<file path="src/rtl/pe_dbuf.sv">
`default_nettype none
// ============================================================================
// Module   : pe_dbuf
// Purpose  : Systolic processing element supporting weight-stationary (WS) and
//            output-stationary (OS) dataflows. It provides double-buffered
//            weights, registered neighbour forwarding, a one-cycle flush on a
//            mode change and a sticky signed-overflow flag.
// Options  : define PE_DBUF_SATURATE_EN to clamp an overflowing accumulation
//            instead of letting it wrap in two's complement.
// Revision : 1.0 - initial release
// ============================================================================
module pe_dbuf #(
    parameter int ACT_WIDTH    = 16,
    parameter int WGT_WIDTH    = 16,
    parameter int PE_OUT_WIDTH = 40,
    parameter int OP_SIG_WIDTH = 3
) (
    input  logic                    clk,
    input  logic                    reset,
    input  logic [OP_SIG_WIDTH-1:0] operation_signal_in,
    input  logic                    swap_in,
    input  logic                    valid_in,
    input  logic [ACT_WIDTH-1:0]    act_data_in,
    input  logic [WGT_WIDTH-1:0]    wgt_data_in,
    input  logic [PE_OUT_WIDTH-1:0] result_in,
    output logic [ACT_WIDTH-1:0]    act_data_out,
    output logic [WGT_WIDTH-1:0]    wgt_data_out,
    output logic                    valid_out,
    output logic [PE_OUT_WIDTH-1:0] result_out,
    output logic                    overflow_out
);

    localparam int c_prod_w = ACT_WIDTH + WGT_WIDTH;
    localparam logic [PE_OUT_WIDTH-1:0] c_pos_max = {1'b0, {(PE_OUT_WIDTH-1){1'b1}}};
    localparam logic [PE_OUT_WIDTH-1:0] c_neg_min = {1'b1, {(PE_OUT_WIDTH-1){1'b0}}};

    typedef enum logic [1:0] {
        ST_WS       = 2'd0,
        ST_OS_ACC   = 2'd1,
        ST_OS_DRAIN = 2'd2,
        ST_SWITCH   = 2'd3
    } state_t;

    state_t r_state;
    state_t w_state_next;

    logic w_mode_os;
    logic w_drain;
    logic w_load;

    assign w_mode_os = operation_signal_in[2];
    assign w_drain   = operation_signal_in[1];
    assign w_load    = operation_signal_in[0];

    // Weight banks: r_ptr selects the active bank, the other is the shadow.
    logic                 r_ptr;
    logic [WGT_WIDTH-1:0] r_bank0;
    logic [WGT_WIDTH-1:0] r_bank1;

    logic [ACT_WIDTH-1:0]    r_act;
    logic [WGT_WIDTH-1:0]    r_wgt;
    logic                    r_valid;
    logic [PE_OUT_WIDTH-1:0] r_result;
    logic                    r_ovf;

    // State register.
    always_ff @(posedge clk or posedge reset) begin
        if (reset) begin
            r_state <= ST_WS;
        end else begin
            r_state <= w_state_next;
        end
    end

    // Next state. A mode mismatch always inserts exactly one ST_SWITCH cycle;
    // inside OS the accumulate/drain choice tracks bit1 directly.
    always_comb begin
        w_state_next = r_state;
        case (r_state)
            ST_WS: begin
                if (w_mode_os) begin
                    w_state_next = ST_SWITCH;
                end
            end
            ST_OS_ACC, ST_OS_DRAIN: begin
                if (!w_mode_os) begin
                    w_state_next = ST_SWITCH;
                end else if (w_drain) begin
                    w_state_next = ST_OS_DRAIN;
                end else begin
                    w_state_next = ST_OS_ACC;
                end
            end
            ST_SWITCH: begin
                if (!w_mode_os) begin
                    w_state_next = ST_WS;
                end else if (w_drain) begin
                    w_state_next = ST_OS_DRAIN;
                end else begin
                    w_state_next = ST_OS_ACC;
                end
            end
            default: begin
                w_state_next = ST_WS;
            end
        endcase
    end

    // The registers below act on the state being entered at this edge, so the
    // flush cycle shows up on the very edge the mode change is seen and a
    // drain request is honoured on the edge it is presented.
    logic w_ws;
    assign w_ws = (w_state_next == ST_WS);

    logic signed [WGT_WIDTH-1:0]    w_active_wgt;
    logic signed [WGT_WIDTH-1:0]    w_mac_wgt;
    logic signed [c_prod_w-1:0]     w_act_ext;
    logic signed [c_prod_w-1:0]     w_wgt_ext;
    logic signed [c_prod_w-1:0]     w_prod;
    logic signed [PE_OUT_WIDTH-1:0] w_prod_ext;
    logic signed [PE_OUT_WIDTH-1:0] w_addend;
    logic signed [PE_OUT_WIDTH-1:0] w_sum;
    logic [PE_OUT_WIDTH-1:0]        w_mac_res;
    logic                           w_ovf;

    assign w_active_wgt = r_ptr ? $signed(r_bank1) : $signed(r_bank0);
    assign w_mac_wgt    = w_ws ? w_active_wgt : $signed(wgt_data_in);
    assign w_act_ext    = c_prod_w'($signed(act_data_in));
    assign w_wgt_ext    = c_prod_w'(w_mac_wgt);
    assign w_prod       = w_act_ext * w_wgt_ext;
    assign w_prod_ext   = PE_OUT_WIDTH'(w_prod);
    // WS adds onto the incoming partial sum, OS onto the local accumulator.
    assign w_addend     = w_ws ? $signed(result_in) : $signed(r_result);
    assign w_sum        = w_addend + w_prod_ext;
    assign w_ovf        = (w_addend[PE_OUT_WIDTH-1] == w_prod_ext[PE_OUT_WIDTH-1]) &&
                          (w_sum[PE_OUT_WIDTH-1] != w_addend[PE_OUT_WIDTH-1]);

`ifdef PE_DBUF_SATURATE_EN
    // Clamp toward the sign shared by both addends.
    assign w_mac_res = !w_ovf ? w_sum :
                       (w_addend[PE_OUT_WIDTH-1] ? c_neg_min : c_pos_max);
`else
    // Plain two's-complement wrap; the clamp limits stay unused here.
    logic w_unused_limits;
    assign w_unused_limits = ^{c_pos_max, c_neg_min};
    assign w_mac_res = w_sum;
`endif

    // Weight double buffer: loads always target the shadow bank, so a load
    // combined with a swap writes the bank that becomes active.
    always_ff @(posedge clk or posedge reset) begin
        if (reset) begin
            r_ptr   <= 1'b0;
            r_bank0 <= '0;
            r_bank1 <= '0;
        end else if (w_ws) begin
            if (w_load) begin
                if (r_ptr) begin
                    r_bank0 <= wgt_data_in;
                end else begin
                    r_bank1 <= wgt_data_in;
                end
            end
            if (swap_in) begin
                r_ptr <= ~r_ptr;
            end
        end
    end

    // Activation and weight forwarding to the neighbours; frozen while flushing.
    always_ff @(posedge clk or posedge reset) begin
        if (reset) begin
            r_act <= '0;
            r_wgt <= '0;
        end else if (w_state_next != ST_SWITCH) begin
            r_act <= act_data_in;
            r_wgt <= wgt_data_in;
        end
    end

    // Accumulator, valid forwarding and sticky overflow.
    always_ff @(posedge clk or posedge reset) begin
        if (reset) begin
            r_result <= '0;
            r_valid  <= 1'b0;
            r_ovf    <= 1'b0;
        end else begin
            case (w_state_next)
                ST_SWITCH: begin
                    r_result <= '0;
                    r_valid  <= 1'b0;
                    r_ovf    <= 1'b0;
                end
                ST_WS: begin
                    r_valid <= valid_in;
                    if (valid_in) begin
                        r_result <= w_mac_res;
                        if (w_ovf) begin
                            r_ovf <= 1'b1;
                        end
                    end else begin
                        r_result <= result_in;
                    end
                end
                ST_OS_ACC: begin
                    r_valid <= valid_in;
                    if (valid_in) begin
                        r_result <= w_mac_res;
                        if (w_ovf) begin
                            r_ovf <= 1'b1;
                        end
                    end
                end
                ST_OS_DRAIN: begin
                    r_valid  <= valid_in;
                    r_result <= result_in;
                end
                default: begin
                    r_valid <= valid_in;
                end
            endcase
        end
    end

    assign act_data_out = r_act;
    assign wgt_data_out = r_wgt;
    assign valid_out    = r_valid;
    assign result_out   = r_result;
    assign overflow_out = r_ovf;

endmodule
`default_nettype wire
</file>
<file path="config.mk">
export PLATFORM = sky130hd
export DESIGN_NAME = pe_dbuf
export DESIGN_NICKNAME = d
export VERILOG_FILES = /design/src/rtl/pe_dbuf.sv
export SDC_FILE = /design/constraint.sdc
export NUM_CORES = 1
export LEC_CHECK = 0
export CAP_MARGIN = 20
export CORE_MARGIN = 2
export CORE_UTILIZATION = 48
export CTS_CLUSTER_SIZE = 14
export DETAILED_ROUTE_END_ITERATION = 12
export PLACE_DENSITY = 0.68
export SLEW_MARGIN = 20
export SYNTH_ARGS = -nofsm -noshare
export SYNTH_HDL_FRONTEND = slang
export SYNTH_SLANG_ARGS = --single-unit
</file>
<file path="constraint.sdc">
create_clock -name clk -period 14 [get_ports clk]
set_clock_uncertainty 0.05 [all_clocks]
set_input_delay 1.4 -clock clk [delete_from_list [all_inputs] [get_ports clk]]
set_output_delay 1.4 -clock clk [all_outputs]
set_load 0.01 [all_outputs]
</file>
* Word level (Yosys, flattened, before mapping)
Index checks and enable logic that the tools add are counted.
** Storage, ports and cells
- Register bits after elaboration :: 109
- Bits of input ports :: 79
- Output and inout port bits :: 74
- Logic and storage cells :: 50
** Operators by class
- Add/sub/neg operators :: 1
- $mul :: 1
- Eq/ne operators :: 12
- Muxes and demuxes :: 15
- Bitwise gates (word level) :: 1
- Reduce and logical (&&, ||, !) cells :: 11
** Operator list (count)
- $pmux 40 s4 :: 1
- $mux 40 :: 3
- $add 40x32->40 :: 1
- $mul 16x16->32 :: 1
- $mux 16 :: 2
- $reduce_and 3->1 :: 3
- $eq 2x2->1 const B :: 4
- $mux 2 :: 4
- $pmux 2 s3 :: 1
- $eq 2x1->1 const B :: 2
- $logic_not 2->1 :: 2
- $ne 2x1->1 const B :: 2
- $ne 2x2->1 const B :: 2
- $pmux 1 s2 :: 2
- $reduce_or 2->1 :: 2
- $reduce_or 3->1 :: 1
- $mux 1 :: 2
- $reduce_and 2->1 :: 1
- $reduce_bool 2->1 :: 1
- $eq 1x1->1 :: 1
- $logic_and 1x1->1 :: 1
- $ne 1x1->1 :: 1
- $not 1->1 :: 1

* Logic depth before layout (Yosys ltp)
- Depth after elaboration :: 12
- Mapped depth :: 46
- Mapped depth without buffers :: 45

* Worst setup path after synthesis
No wires, ideal clock.
- Path type :: input-to-reg
- Start :: input operation_signal_in[2]
- End :: register r_ovf (netlist: overflow_out)
- Setup time :: 130 ps
- Arrival :: 10433 ps
- Slack :: 3387 ps
- Stages :: 41
- Path buffers :: 3
- Path through :: nor2b_1 o31ai_2 inv_2 nand2_2 buf_2 buf_1 nand2_1 o21ai_1 clkbuf_1 nand2_1 fa_1 inv_1 fa_1 fa_1 fa_1 fa_1 inv_1 fa_1 (+5 left out) or2_2 nand2_1 nand2b_1 a21oi_1 xnor2_1 ha_1 a211oi_1 o21ai_0 a21o_1 a211oi_1 a21o_4 o211ai_1 a211o_1 a41oi_2 o21bai_1 a21oi_2 mux2i_1 o21ai_1
** Between the ends
- Cells in the longest elaborated chain, start to end :: 10
- Elaborated cells between the ends (all ways) :: 20
- Classes of those cells :: 1 x add/sub; 1 x mul; 6 x eq/ne; 7 x mux; 5 x reduce/logical
** Ends and longest elaborated chain
- start, declared :: line 20 : input logic [OP_SIG_WIDTH-1:0] operation_signal_in,
- $mux 2, on equally long branches :: line 95, 81, 86
- $pmux 2 s3 (*) :: line 79 : case (r_state)
- $logic_not 2->1 :: line 113, 188
- $mux 16 :: line 127 : assign w_mac_wgt = w_ws ? w_active_wgt : $signed(wgt_data_in);
- $mul 16x16->32 :: line 130 : assign w_prod = w_act_ext * w_wgt_ext;
- $add 40x32->40 :: line 134 : assign w_sum = w_addend + w_prod_ext;
- $ne 1x1->1 :: line 136 : (w_sum[PE_OUT_WIDTH-1] != w_addend[PE_OUT_WIDTH-1]);
- $logic_and 1x1->1 :: line 135 : assign w_ovf = (w_addend[PE_OUT_WIDTH-1] == w_prod_ext[PE_OUT_WIDTH-1]) &&
- $ne 2x1->1 (no source line)
- $reduce_and 3->1 (no source line)
- end signal, assigned :: line 186 : r_ovf <= 1'b0;
- end signal, assigned :: line 192 : r_ovf <= 1'b0;
- end signal, assigned :: line 199 : r_ovf <= 1'b1;
- end, declared :: line 64 : logic r_ovf;
Mark *: on every way between the ends. The rest lies on a longest branch, timed or not.
A chain may end at the register's enable or synchronous reset.

* Worst setup path after layout
Ends and elaborated chain as after synthesis.

==> impl_metrics.env <==
export IMPL_yosys_top_cells_count="inv_1, nand2_1, fa_1"
export IMPL_pin_count=153
export IMPL_synthToLayoutAreaGrowth_pct=14.2
export IMPL_criticalPathCategory="in -> reg"
export IMPL_final_cell_area_um2=19300
export IMPL_fmaxAchievable_ghz=0.0834
export IMPL_synth_top_cell_area_share_pct=31.2
export IMPL_die_w_um=192
export IMPL_layout_drive_gt1_share_pct=7.19
export IMPL_yosysWarnings=0
export IMPL_hold_buffers=0
export IMPL_relSlewSlack_pct=31.8
export IMPL_synthTopCellsByArea="fa_1, dfrtp_1, ha_1, inv_1, nand2_1"
export IMPL_worstMarginPinSlew_ns=1.02
export IMPL_netlist_area_um2=16900
export IMPL_hold_ws_ns=0.459
export IMPL_cts_max_level=3
export IMPL_clock_latency_ns=0.39
export IMPL_clkTransAtPathRegs_ns=0.08
export IMPL_ys_ff_latch=109
export IMPL_fin_crit_sh_pct=85.7
export IMPL_grt_max_degree=66
export IMPL_drtPass1Iterations=5
export IMPL_crit_path_frequent_cell="fa_1"
export IMPL_crit_path_start_kind="input port"
export IMPL_ys_flop_type="dfrtp_1"
export IMPL_preCtsSetupSlack_ns=1.56
export IMPL_synth_edf_count=0
export IMPL_finalHoldViolCount=0
export IMPL_async_flop_share_pct=100
export IMPL_cts_setup_buffers=0
export IMPL_cts_buffer_depth=2
export IMPL_crit_required_ns=14.18
export IMPL_routed_wl_mm=44.7
export IMPL_first_global_vias=13800
export IMPL_routed_via_density=5.45
export IMPL_grt_util_all_layers_pct=25.8
export IMPL_finalWorstSetupSlack_ns=2.01
export IMPL_ctsResizeCount=0
export IMPL_dieArea_um2=36700
export IMPL_critPathArrivalTime_ns=12.17
export IMPL_syn_inst=1834
export IMPL_wl_per_cell_um=18.5
export IMPL_fin_crit_ns=11.99
export IMPL_worst_setup_path_end_kind="flop"
export IMPL_synth_most_common_cell="inv_1"
export IMPL_avgSynthCellArea_um2=9.20
export IMPL_grt_pass1_wl_mm=73.3
export IMPL_maxSlewViolCount=0
export IMPL_ant_nets=0
export IMPL_rsz0062_at_grt="false"
export IMPL_grt_overflow=0
export IMPL_yosysTopAreaCell="fa_1"
export IMPL_drv_cap=0
export IMPL_cts_sinks=109
export IMPL_cp_slowest_stage_delay_ns=0.59
export IMPL_cts_buffers=9
export IMPL_hold_path_class="reg -> reg"
export IMPL_n_fill_cell=3093
export IMPL_ys_seq_area_share_pct=16.2
export IMPL_fin_setup_tns_ns=0
export IMPL_synth_net_count=2297
export IMPL_finalNetCount=2419
export IMPL_multi_input_area_um2=12800
export IMPL_rows=68
export IMPL_antenna_found_initial=0
export IMPL_drc=0
export IMPL_worstPathMaxFanout=35
export IMPL_initial_core_util_pct=48.9
export IMPL_die_height_um=192
export IMPL_gp_congestion=0.909
export IMPL_coreArea_um2=34500
export IMPL_seqCellArea_um2=2730
export IMPL_diodes=0
export IMPL_post_dp_cell_area_um2=18900
export IMPL_cts_tree="built"
export IMPL_synth_cell_type_count=70
export IMPL_io_buffers=152
export IMPL_setup_viol=0
export IMPL_place_hpwl_mm=35.4
export IMPL_routed_via_count=13200
export IMPL_outcome="complete, no violations"
export IMPL_cts_root_buf="clkbuf_16"
export IMPL_slowest_stage="nand2_2"
export IMPL_first_iter_violations=845
## through the flow
step,utilization [%],instances
floorplan,-,1834
global placement,54.8,2399
detailed placement,54.8,2399
CTS,55.7,2415
global route,55.8,2416
finish,55.8,2416
## state kept, by name (all words and copies together) (netlist names)
register,cells
overflow_out,1
result_out,40
r_bank0,16
valid_out,1
r_bank1,16
r_ptr,1
act_data_out,16
r_state,2
wgt_data_out,16
## layout by cell type (no fill, tap or decap), drive strengths merged, types with 3 or more instances in the layout
cell           netlist  layout
clkbuf              60       9
clkdlybuf4s50        0     152
nand2              275     275
and4                 3       3
buf                  6      25
mux2                65      65
nor2                58      58
a32oi                9       9
o22ai                3       3
o21bai               9       9
o211ai               9       9
a311oi               4       4
o211a                3       3
or2                  7       7
o21a                13      13
dfrtp              109     109
a221o                4       4
xor2                16      16
a211oi               9       9
nand3               11      11
nor3                 6       6
xnor2               56      56
nand2b              17      17
a21o                28      28
nor2b               76      76
and2                56      56
clkinv               0       3
fa                 263     263
a21oi               68      68
and3                 3       3
o21ai               86      86
nand3b               3       3
a22oi               28      28
mux2i               19      19
inv                306     308
ha                 121     121
## worst paths after layout
| path | end | slack, ns | depth (start not counted) | startpoint |
|---|---|---|---|---|
| max | overflow_out | 2.01 | 40 | operation_signal_in[2] |
| min | wgt_data_out[1] | 0.46 | 1 | wgt_data_out[1] |
| min in group asynchronous | act_data_out[15] | 1.38 | 2 | reset |
| max reg2reg | overflow_out | 2.79 | 41 | r_state[0] |
| max in group asynchronous | result_out[27] | 11.11 | 3 | reset |
| min reg2reg | wgt_data_out[1] | 0.46 | 1 | wgt_data_out[1] |
## layout make-up
class | count | area share [%]
Clock inverter | 7 | 0.461
Timing Repair Buffer | 177 | 8.93
Sequential cell | 109 | 14.2
Clock buffer | 9 | 1.17
Multi-Input combinational cell | 1353 | 66.4
Tap cell | 455 | 2.95
Inverter | 306 | 5.97
## worst max-delay path, delay by kind of cell
kind	cells	cell delay [ns]
AO/OA/AOI/OAI	23	4.93
adder cells (fa/ha/maj)	8	3.81
buffers and inverters	4	0.88
multiplexers	1	0.20
AND/OR/NAND/NOR	4	0.91
## metal layers
layer	up-vias	GRT usage, %	share of wire, %
met1	6643	35.0	43
met5	-	0	0
met3	45	5.10	6.9
met4	0	6.57	1.9
li1	6077	-	-
met2	411	42.2	48
## kinds of logic after synthesis
logic type                 share of synthesized area (%)
adders and majority gates                           40.3
AOI/OAI and AO/OA                                   11.4
DFF                                                 16.2
xor gates and xnor gates                            3.92
and+or+nand+nor                                     14.4
buffers and inverters                               8.29
muxes                                               5.54
Power is not shown: default switching activity piles up to over one toggle a cycle in this logic, so the estimate is an artifact.
